File: src/rtl/seg7_disp_ctrl.sv
// seg7_disp_ctrl: multi-digit 7-segment display controller.
// Shows a hex value directly, or converts an unsigned binary value to decimal
// (one bit per cycle, shift-add-3), with leading-zero blanking, an overflow
// dash pattern and per-digit blinking.
// Ports:
//   iCLK, iRST         clock, synchronous active-high reset
//   iDATA [4N-1:0]     value to show, sampled when a load is accepted
//   iLOAD              load request, accepted when oBUSY is low
//   iDEC               1 = decimal conversion, 0 = hex
//   iLZB               leading-zero blanking enable
//   iBLINK [N-1:0]     live per-digit blink mask
//   oSEG [7N-1:0]      registered active-low segments, digit 0 rightmost
//   oBUSY              decimal conversion in progress
//   oOVF               last accepted decimal value did not fit
module seg7_disp_ctrl #(
    parameter int NUM_DIG   = 6,
    parameter int BLINK_DIV = 25000000
) (
    input  logic                   iCLK,
    input  logic                   iRST,
    input  logic [4*NUM_DIG-1:0]   iDATA,
    input  logic                   iLOAD,
    input  logic                   iDEC,
    input  logic                   iLZB,
    input  logic [NUM_DIG-1:0]     iBLINK,
    output logic [7*NUM_DIG-1:0]   oSEG,
    output logic                   oBUSY,
    output logic                   oOVF
);

    localparam int W  = 4 * NUM_DIG;
    localparam int NW = $clog2(W);
    localparam int CW = (BLINK_DIV > 1) ? $clog2(BLINK_DIV) : 1;

    localparam logic [6:0] SEG_BLANK = 7'b1111111;
    localparam logic [6:0] SEG_DASH  = 7'b0111111;

    function automatic logic [63:0] pow10(input int n);
        logic [63:0] r;
        r = 64'd1;
        for (int i = 0; i < n; i++) begin
            r = r * 64'd10;
        end
        return r;
    endfunction

    localparam logic [63:0] MAXV = pow10(NUM_DIG) - 64'd1;

    function automatic logic [6:0] glyph(input logic [3:0] n);
        logic [6:0] g;
        case (n)
            4'h0: g = 7'b1000000;
            4'h1: g = 7'b1111001;
            4'h2: g = 7'b0100100;
            4'h3: g = 7'b0110000;
            4'h4: g = 7'b0011001;
            4'h5: g = 7'b0010010;
            4'h6: g = 7'b0000010;
            4'h7: g = 7'b1111000;
            4'h8: g = 7'b0000000;
            4'h9: g = 7'b0011000;
            4'hA: g = 7'b0001000;
            4'hB: g = 7'b0000011;
            4'hC: g = 7'b1000110;
            4'hD: g = 7'b0100001;
            4'hE: g = 7'b0000110;
            default: g = 7'b0001110;
        endcase
        return g;
    endfunction

    typedef enum logic {
        S_IDLE,
        S_CONV
    } state_t;

    state_t               state_q, state_d;
    logic [W-1:0]         bin_q, bin_d;
    logic [W-1:0]         bcd_q, bcd_d;
    logic [NW-1:0]        cnt_q, cnt_d;
    logic                 povf_q, povf_d;
    logic                 plzb_q, plzb_d;
    logic [W-1:0]         dig_q, dig_d;
    logic                 lzb_q, lzb_d;
    logic                 ovf_q, ovf_d;
    logic                 shown_q, shown_d;
    logic [CW-1:0]        bcnt_q, bcnt_d;
    logic                 phase_q, phase_d;
    logic [7*NUM_DIG-1:0] seg_q, seg_d;

    logic [W-1:0]         bcd_adj;
    logic [W-1:0]         bcd_sh;
    logic [63:0]          data64;

    assign data64 = 64'(iDATA);

    // One double-dabble step: correct each BCD digit, then shift in the
    // next binary bit (MSB first).
    always_comb begin
        bcd_adj = bcd_q;
        for (int i = 0; i < NUM_DIG; i++) begin
            if (bcd_q[4*i +: 4] >= 4'd5) begin
                bcd_adj[4*i +: 4] = bcd_q[4*i +: 4] + 4'd3;
            end
        end
        bcd_sh = {bcd_adj[W-2:0], bin_q[W-1]};
    end

    always_comb begin
        state_d = state_q;
        bin_d   = bin_q;
        bcd_d   = bcd_q;
        cnt_d   = cnt_q;
        povf_d  = povf_q;
        plzb_d  = plzb_q;
        dig_d   = dig_q;
        lzb_d   = lzb_q;
        ovf_d   = ovf_q;
        shown_d = shown_q;

        case (state_q)
            S_IDLE: begin
                if (iLOAD) begin
                    if (iDEC) begin
                        state_d = S_CONV;
                        bin_d   = iDATA;
                        bcd_d   = '0;
                        cnt_d   = '0;
                        povf_d  = (data64 > MAXV);
                        plzb_d  = iLZB;
                    end else begin
                        dig_d   = iDATA;
                        lzb_d   = iLZB;
                        ovf_d   = 1'b0;
                        shown_d = 1'b1;
                    end
                end
            end
            S_CONV: begin
                bin_d = bin_q << 1;
                bcd_d = bcd_sh;
                cnt_d = cnt_q + NW'(1);
                if (cnt_q == NW'(W - 1)) begin
                    state_d = S_IDLE;
                    dig_d   = bcd_sh;
                    lzb_d   = plzb_q;
                    ovf_d   = povf_q;
                    shown_d = 1'b1;
                end
            end
            default: state_d = S_IDLE;
        endcase
    end

    always_comb begin
        bcnt_d  = bcnt_q + CW'(1);
        phase_d = phase_q;
        if (bcnt_q == CW'(BLINK_DIV - 1)) begin
            bcnt_d  = '0;
            phase_d = ~phase_q;
        end
    end

    // Segment image; the display stays dark until a value has been shown
    // since reset, so an aborted conversion leaves it blank.
    always_comb begin
        logic       lead;
        logic [6:0] g;
        seg_d = '1;
        lead  = 1'b1;
        g     = SEG_BLANK;
        for (int i = NUM_DIG - 1; i >= 0; i--) begin
            lead = lead & (dig_q[4*i +: 4] == 4'd0);
            g    = ovf_q ? SEG_DASH : glyph(dig_q[4*i +: 4]);
            if (!ovf_q && lzb_q && lead && (i != 0)) begin
                g = SEG_BLANK;
            end
            if (phase_q && iBLINK[i]) begin
                g = SEG_BLANK;
            end
            if (!shown_q) begin
                g = SEG_BLANK;
            end
            seg_d[7*i +: 7] = g;
        end
    end

    always_ff @(posedge iCLK) begin
        if (iRST) begin
            state_q <= S_IDLE;
            bin_q   <= '0;
            bcd_q   <= '0;
            cnt_q   <= '0;
            povf_q  <= 1'b0;
            plzb_q  <= 1'b0;
            dig_q   <= '0;
            lzb_q   <= 1'b0;
            ovf_q   <= 1'b0;
            shown_q <= 1'b0;
            bcnt_q  <= '0;
            phase_q <= 1'b0;
            seg_q   <= '1;
        end else begin
            state_q <= state_d;
            bin_q   <= bin_d;
            bcd_q   <= bcd_d;
            cnt_q   <= cnt_d;
            povf_q  <= povf_d;
            plzb_q  <= plzb_d;
            dig_q   <= dig_d;
            lzb_q   <= lzb_d;
            ovf_q   <= ovf_d;
            shown_q <= shown_d;
            bcnt_q  <= bcnt_d;
            phase_q <= phase_d;
            seg_q   <= seg_d;
        end
    end

    assign oSEG  = seg_q;
    assign oBUSY = (state_q == S_CONV);
    assign oOVF  = ovf_q;

endmodule

File: config.mk
export PLATFORM = sky130hd
export DESIGN_NAME = seg7_disp_ctrl
export DESIGN_NICKNAME = d
export VERILOG_FILES = /design/src/rtl/seg7_disp_ctrl.sv
export SDC_FILE = /design/constraint.sdc
export NUM_CORES = 1
export LEC_CHECK = 0
export ABC_AREA = 1
export CORE_AREA = 2 2 102 179
export CTS_CLUSTER_SIZE = 16
export DETAILED_ROUTE_END_ITERATION = 10
export DIE_AREA = 0 0 104 181
export PLACE_DENSITY = 0.82
export SKIP_CTS_REPAIR_TIMING = 1
export SYNTH_ARGS = -nofsm -noshare
export SYNTH_HDL_FRONTEND = slang
export SYNTH_SLANG_ARGS = --single-unit
File: constraint.sdc
create_clock -name iCLK -period 6.5 [get_ports iCLK]
set_clock_uncertainty 0.1 [all_clocks]
set_input_delay 0.975 -clock iCLK [delete_from_list [all_inputs] [get_ports iCLK]]
set_output_delay 0.975 -clock iCLK [all_outputs]
set_load 0.02 [all_outputs]
# Word-level counts from Yosys, hierarchy flattened
# Memory sizes are Yosys's and may differ from the RTL's. A register that Yosys moved wholly into a read port is not among the register bits.
# Cells that the tools add are included.
[classes] add_sub_neg=8 order_cmp=7 eq_ne=6 mux=53 n_bitwise=7 n_reduce_logical=34
[ops] op="2-to-1 mux 24 bit" n=7
[ops] op="case mux 24 bit (2 select lines)" n=3
[ops] op="2-to-1 mux 4 bit" n=17
[ops] op="2-to-1 mux 7 bit" n=6
[ops] op="adder 25 x 1 -> 25 bit, second input constant" n=1
[ops] op="== test 25 bit, second input constant" n=1
[ops] op="OR reduction 5 bit" n=5
[ops] op=">= comparator 4 x 3 -> 1 bit, second input constant" n=6
[ops] op="greater-than comparator 24 x 20 -> 1 bit, second input constant" n=1
[ops] op="OR reduction 4 bit" n=6
[ops] op="adder 4 x 2 -> 4 bit, second input constant" n=5
[ops] op="logical NOT 4 bit" n=5
[ops] op="logical AND 1 bit" n=12
[ops] op="2-to-1 mux 1 bit" n=12
[ops] op="2-to-1 mux 5 bit" n=2
[ops] op="case mux 5 bit (2 select lines)" n=1
[ops] op="case mux 1 bit (2 select lines)" n=4
[ops] op="!= test 2 bit, second input constant" n=3
[ops] op="AND reduction 3 bit" n=2
[ops] op="adder 5 x 1 -> 5 bit, second input constant" n=1
[ops] op="== test 5 bit, second input constant" n=1
[ops] op="bitwise AND 1 bit" n=4
[ops] op="adder 3 x 2 -> 3 bit, second input constant" n=1
[ops] op="2-to-1 mux 3 bit" n=1
[ops] op="other kinds (6)" n=8
[totals] reg_bits=151 romBits=672 in_bits=35 output_inout_bits=44 wordCells=145 memories=6
[memory_table] name="(no name shown)" depth=16 word_bits=7 rd=1 rd_clocked_by_memory_dff=1 wr=0 line_no="51" source="case (n)"
[memory_table] name="(no name shown)" depth=16 word_bits=7 rd=1 rd_clocked_by_memory_dff=1 wr=0 line_no="51"
[memory_table] name="(no name shown)" depth=16 word_bits=7 rd=1 rd_clocked_by_memory_dff=1 wr=0 line_no="51"
[memory_table] name="(no name shown)" depth=16 word_bits=7 rd=1 rd_clocked_by_memory_dff=1 wr=0 line_no="51"
[memory_table] name="(no name shown)" depth=16 word_bits=7 rd=1 rd_clocked_by_memory_dff=1 wr=0 line_no="51"
[memory_table] name="(no name shown)" depth=16 word_bits=7 rd=1 rd_clocked_by_memory_dff=1 wr=0 line_no="51"

# Logic depth before layout (Yosys ltp)
[logic_depth] depth_word=7 ltp_mapped=17

# Least setup slack after synthesis
# No wires, ideal clock.
[synth_timing] kind="input port to flip-flop" startpoint="in iLOAD" endpoint="reg (tool-made name)" t_arrival_ns=2.485 required_ns=6.287 path_slack_ns=3.803 path_stages=13 n_path_buf=1 path_cell_list="inv_1 -> o21ai_2 -> nand2_4 -> buf_2 -> nor2_1 -> nand2_1 -> nand2_1 -> inv_1 -> ha_1 -> inv_1 -> nand3_1 -> nand3_1 -> nand2_1"
[synth_rtl] element="start, declared" line_no="22" source="input logic iLOAD,"

# Worst setup path after layout
[layout_timing] startpoint="reg state_q, in the netlist oBUSY" endpoint="out oBUSY"
[layout_rtl] element="start, declared" line_no="77" source="state_t state_q, state_d;"
[layout_rtl] element="start signal, assigned" line_no="204" source="state_q <= state_d;"
[layout_rtl] element="end, declared" line_no="27" source="output logic oBUSY,"
# No word-level cell between the ends.

==> metrics.md <==
| Metric | Value |
|---|---|
| CP max-delay cell | clkdlybuf4s50_1 |
| Die Y | 181 um |
| TritonCTS Buffers | 17 |
| # DRC | 0 |
| Register area share after synthesis | 0.410 |
| Critical Path AT | 2140 ps |
| CTS H-Tree Depth | 4 |
| CTS tree | built |
| Prevailing post-synth register cell | dfxtp_1 |
| Die width | 104 um |
| Slew @ Worst Pin | 1150 ps |
| Post-Synthesis Cell Area | 9420 um^2 |
| Synth Area per Inst | 6.97 um^2 |
| CP Launch Type | flop |
| CP peak stage delay | 740 ps |
| GRT Total Usage | 0.239 |
| VDD IR-drop max | 0.153 mV |
| Pin count of the biggest net entering global routing | 77 |
| Port buffer count | 78 |
| Commonest cells after routing, fill and taps aside | 386 x nand2_1, 194 x inv_1, 192 x dfxtp_1, 134 x nand3_1, 111 x nor2_1 |
| Worst hold path depth | 2 |
| Rel. slew slack | 0.230 |
| R2r startpoint | oBUSY |
| Total Nets Final | 1499 |
| Initial antenna violation count | 0 |
| Footprint of the multi-input gates | 4610 um^2 |
| Layout cells sized above 1 | 0.0621 |
| Synth top area share | 0.410 |
| Status | complete, no violations |
| Post-DP HPWL | 16100 um |
| Yosys warns | 0 |
| CP Capture Type | primary output |
| Vias | 8604 |
| Setup-failing EPs final | 0 |
| Final Max Slew Viols | 0 |
| Initial Utilization | 0.545 |
| Sequential cell area | 3860 um^2 |
| Final setup TNS | 0 ps |
| Post-Syn Instances | 1352 |
| Final Instance Area | 10900 um^2 |
| Setup Crit Path Kind | flop to primary output |
| CP max FO | 76 |
| Hold Fails Final Rpt | 0 |
| Post-DRT Antenna Nets | 0 |
| R2R cell count | 12 |
| Top Ports | 79 |
| Post-route minimum period | 3210 ps |
| Routed WL | 21900 um |
| Clock slew at reported path FFs | 70 ps |
| Commonest non-fill, non-tap cell in the layout | nand2_1 |
| Yosys cell types | 38 |
| Row count | 64 |
| Critical Path RT | 5420 ps |
| Placer congestion estimate | 0.927 |
| FILL cells | 1583 |
| Pwr Density | 264 nW/um^2 |
| Syn nets | 1431 |
| Global route overflow | 0 |
| First DRT Iteration DRCs | 415 |
| F_max | 311 MHz |
| Clock sink count | 193 |
| Dpl cell area | 10300 um^2 |
| Hold Path Class | flop to flop |
| Worst skew pair latency | 450 ps |
| Tcrit/Tclk final | 0.494 |
| Largest area contributor in the netlist | dfxtp_1 |
| Ys async rst share | 0 |
| Post-DR wirelength/cell | 13.2 um |
| Die area | 18800 um^2 |
| RSZ-0062 raised after global routing | false |
| Routed vias/inst | 5.17 |
| Ant diodes | 0 |
| Reg-to-reg slack, setup | 3650 ps |
| WHS Endpoint | oSEG[15] |
| First-pass GRT wire length | 37100 um |
| CTS max path bufs | 2 |
| Core ar. | 17300 um^2 |
| Clk root buf | clkbuf_16 |
| First drt pass iteration count | 5 |
| LEAKAGE | 0.00503 uW |
| Synth top area cells | dfxtp_1 41%, nand2_1 15%, inv_1 7.7%, nand3_1 7.1%, ha_1 5.8% |
| Max_cap viols | 0 |
| Area Overhead vs Synth | 16.1% |
| Via count of the first global-routing pass | 8327 |
| FF+latch count, synth | 193 |
| Critical-path cell list | buf_4 -> clkdlybuf4s50_1 |
| Post-synth EDFFs | 0 |
## critical path, delay by kind of cell (launching register included)
kind     cells  cell delay, ps
flops        1             330
buf+inv      2            1350
## cell usage after synthesis, types with 2 or more instances
cell type / n
nor3_1: 2
nand2_1: 386
nor2_1: 111
o21bai_1: 4
nor2_4: 3
nand2_4: 8
nand3_1: 134
a21oi_4: 5
nor3b_1: 2
a31oi_1: 6
nor2_2: 10
clkbuf_1: 12
o21ai_0: 41
buf_6: 2
nor4_1: 5
nand2_2: 6
o21ai_1: 3
nand3_2: 3
inv_1: 194
a21oi_1: 96
inv_2: 14
xor2_1: 7
buf_2: 15
xnor2_1: 6
o211ai_1: 5
nand4_1: 25
dfxtp_1: 193
ha_1: 44
## how the worst max path moves through the flow
stage	from	to	depth (start not counted)
final	oBUSY	oBUSY	2
after global routing	iLOAD	flop	13
after CTS	oBUSY	oBUSY	2
after detailed placement	iLOAD	flop	13
after global placement	iRST	flop	11
after floorplan	iLOAD	flop	13
## cell type report
| class | instances | share of cell area |
|---|---|---|
| Clock buffer | 17 | 0.0389 |
| Clock inverter | 15 | 0.0158 |
| Inverter | 208 | 0.0714 |
| Multi-Input combinational cell | 919 | 0.421 |
| Sequential cell | 193 | 0.353 |
| Tap cell | 231 | 0.0264 |
| Timing Repair Buffer | 81 | 0.0730 |
## layer usage
| metal | track usage | share of wire | up-vias |
|---|---|---|---|
| li1 | - | - | 4404 |
| met1 | 0.243 | 0.38 | 3959 |
| met2 | 0.463 | 0.55 | 190 |
| met3 | 0.0382 | 0.032 | 51 |
| met4 | 0.118 | 0.033 | 0 |
| met5 | 0 | 0 | - |
## where the power goes
part	internal [uW]	switching [uW]	total (uW)
registers	1290	35.5	1320
logic	173	321	494
clock network	580	496	1080
total	2040	852	2890
## per-stage QoR
step | setup WS, ps | power, uW | hold WS [ps] | util | instances
4_1_cts | 3290 | 2900 | 310 | 0.632 | 1664
5_1_grt | 3020 | 3030 | 322 | 0.632 | 1664
2_1_floorplan | 3800 | 1690 | 287 | - | 1352
6_report | 3290 | 2890 | 308 | 0.632 | 1664
3_3_place_gp | 2900 | 1830 | 290 | 0.598 | 1632
3_5_place_dp | 2850 | 1840 | 294 | 0.598 | 1632
## cell families after synthesis
| family | Yosys count | synth area share |
|---|---|---|
| AO/OA/AOI/OAI | 165 | 0.0984 |
| XOR/XNOR | 13 | 0.0121 |
| adder cells (fa/ha/maj) | 44 | 0.0584 |
| buffers and inverters | 240 | 0.101 |
| flip-flops | 193 | 0.410 |
| AND/OR/NAND/NOR | 697 | 0.320 |
No activity file was read; power rests on OpenSTA's default activity.
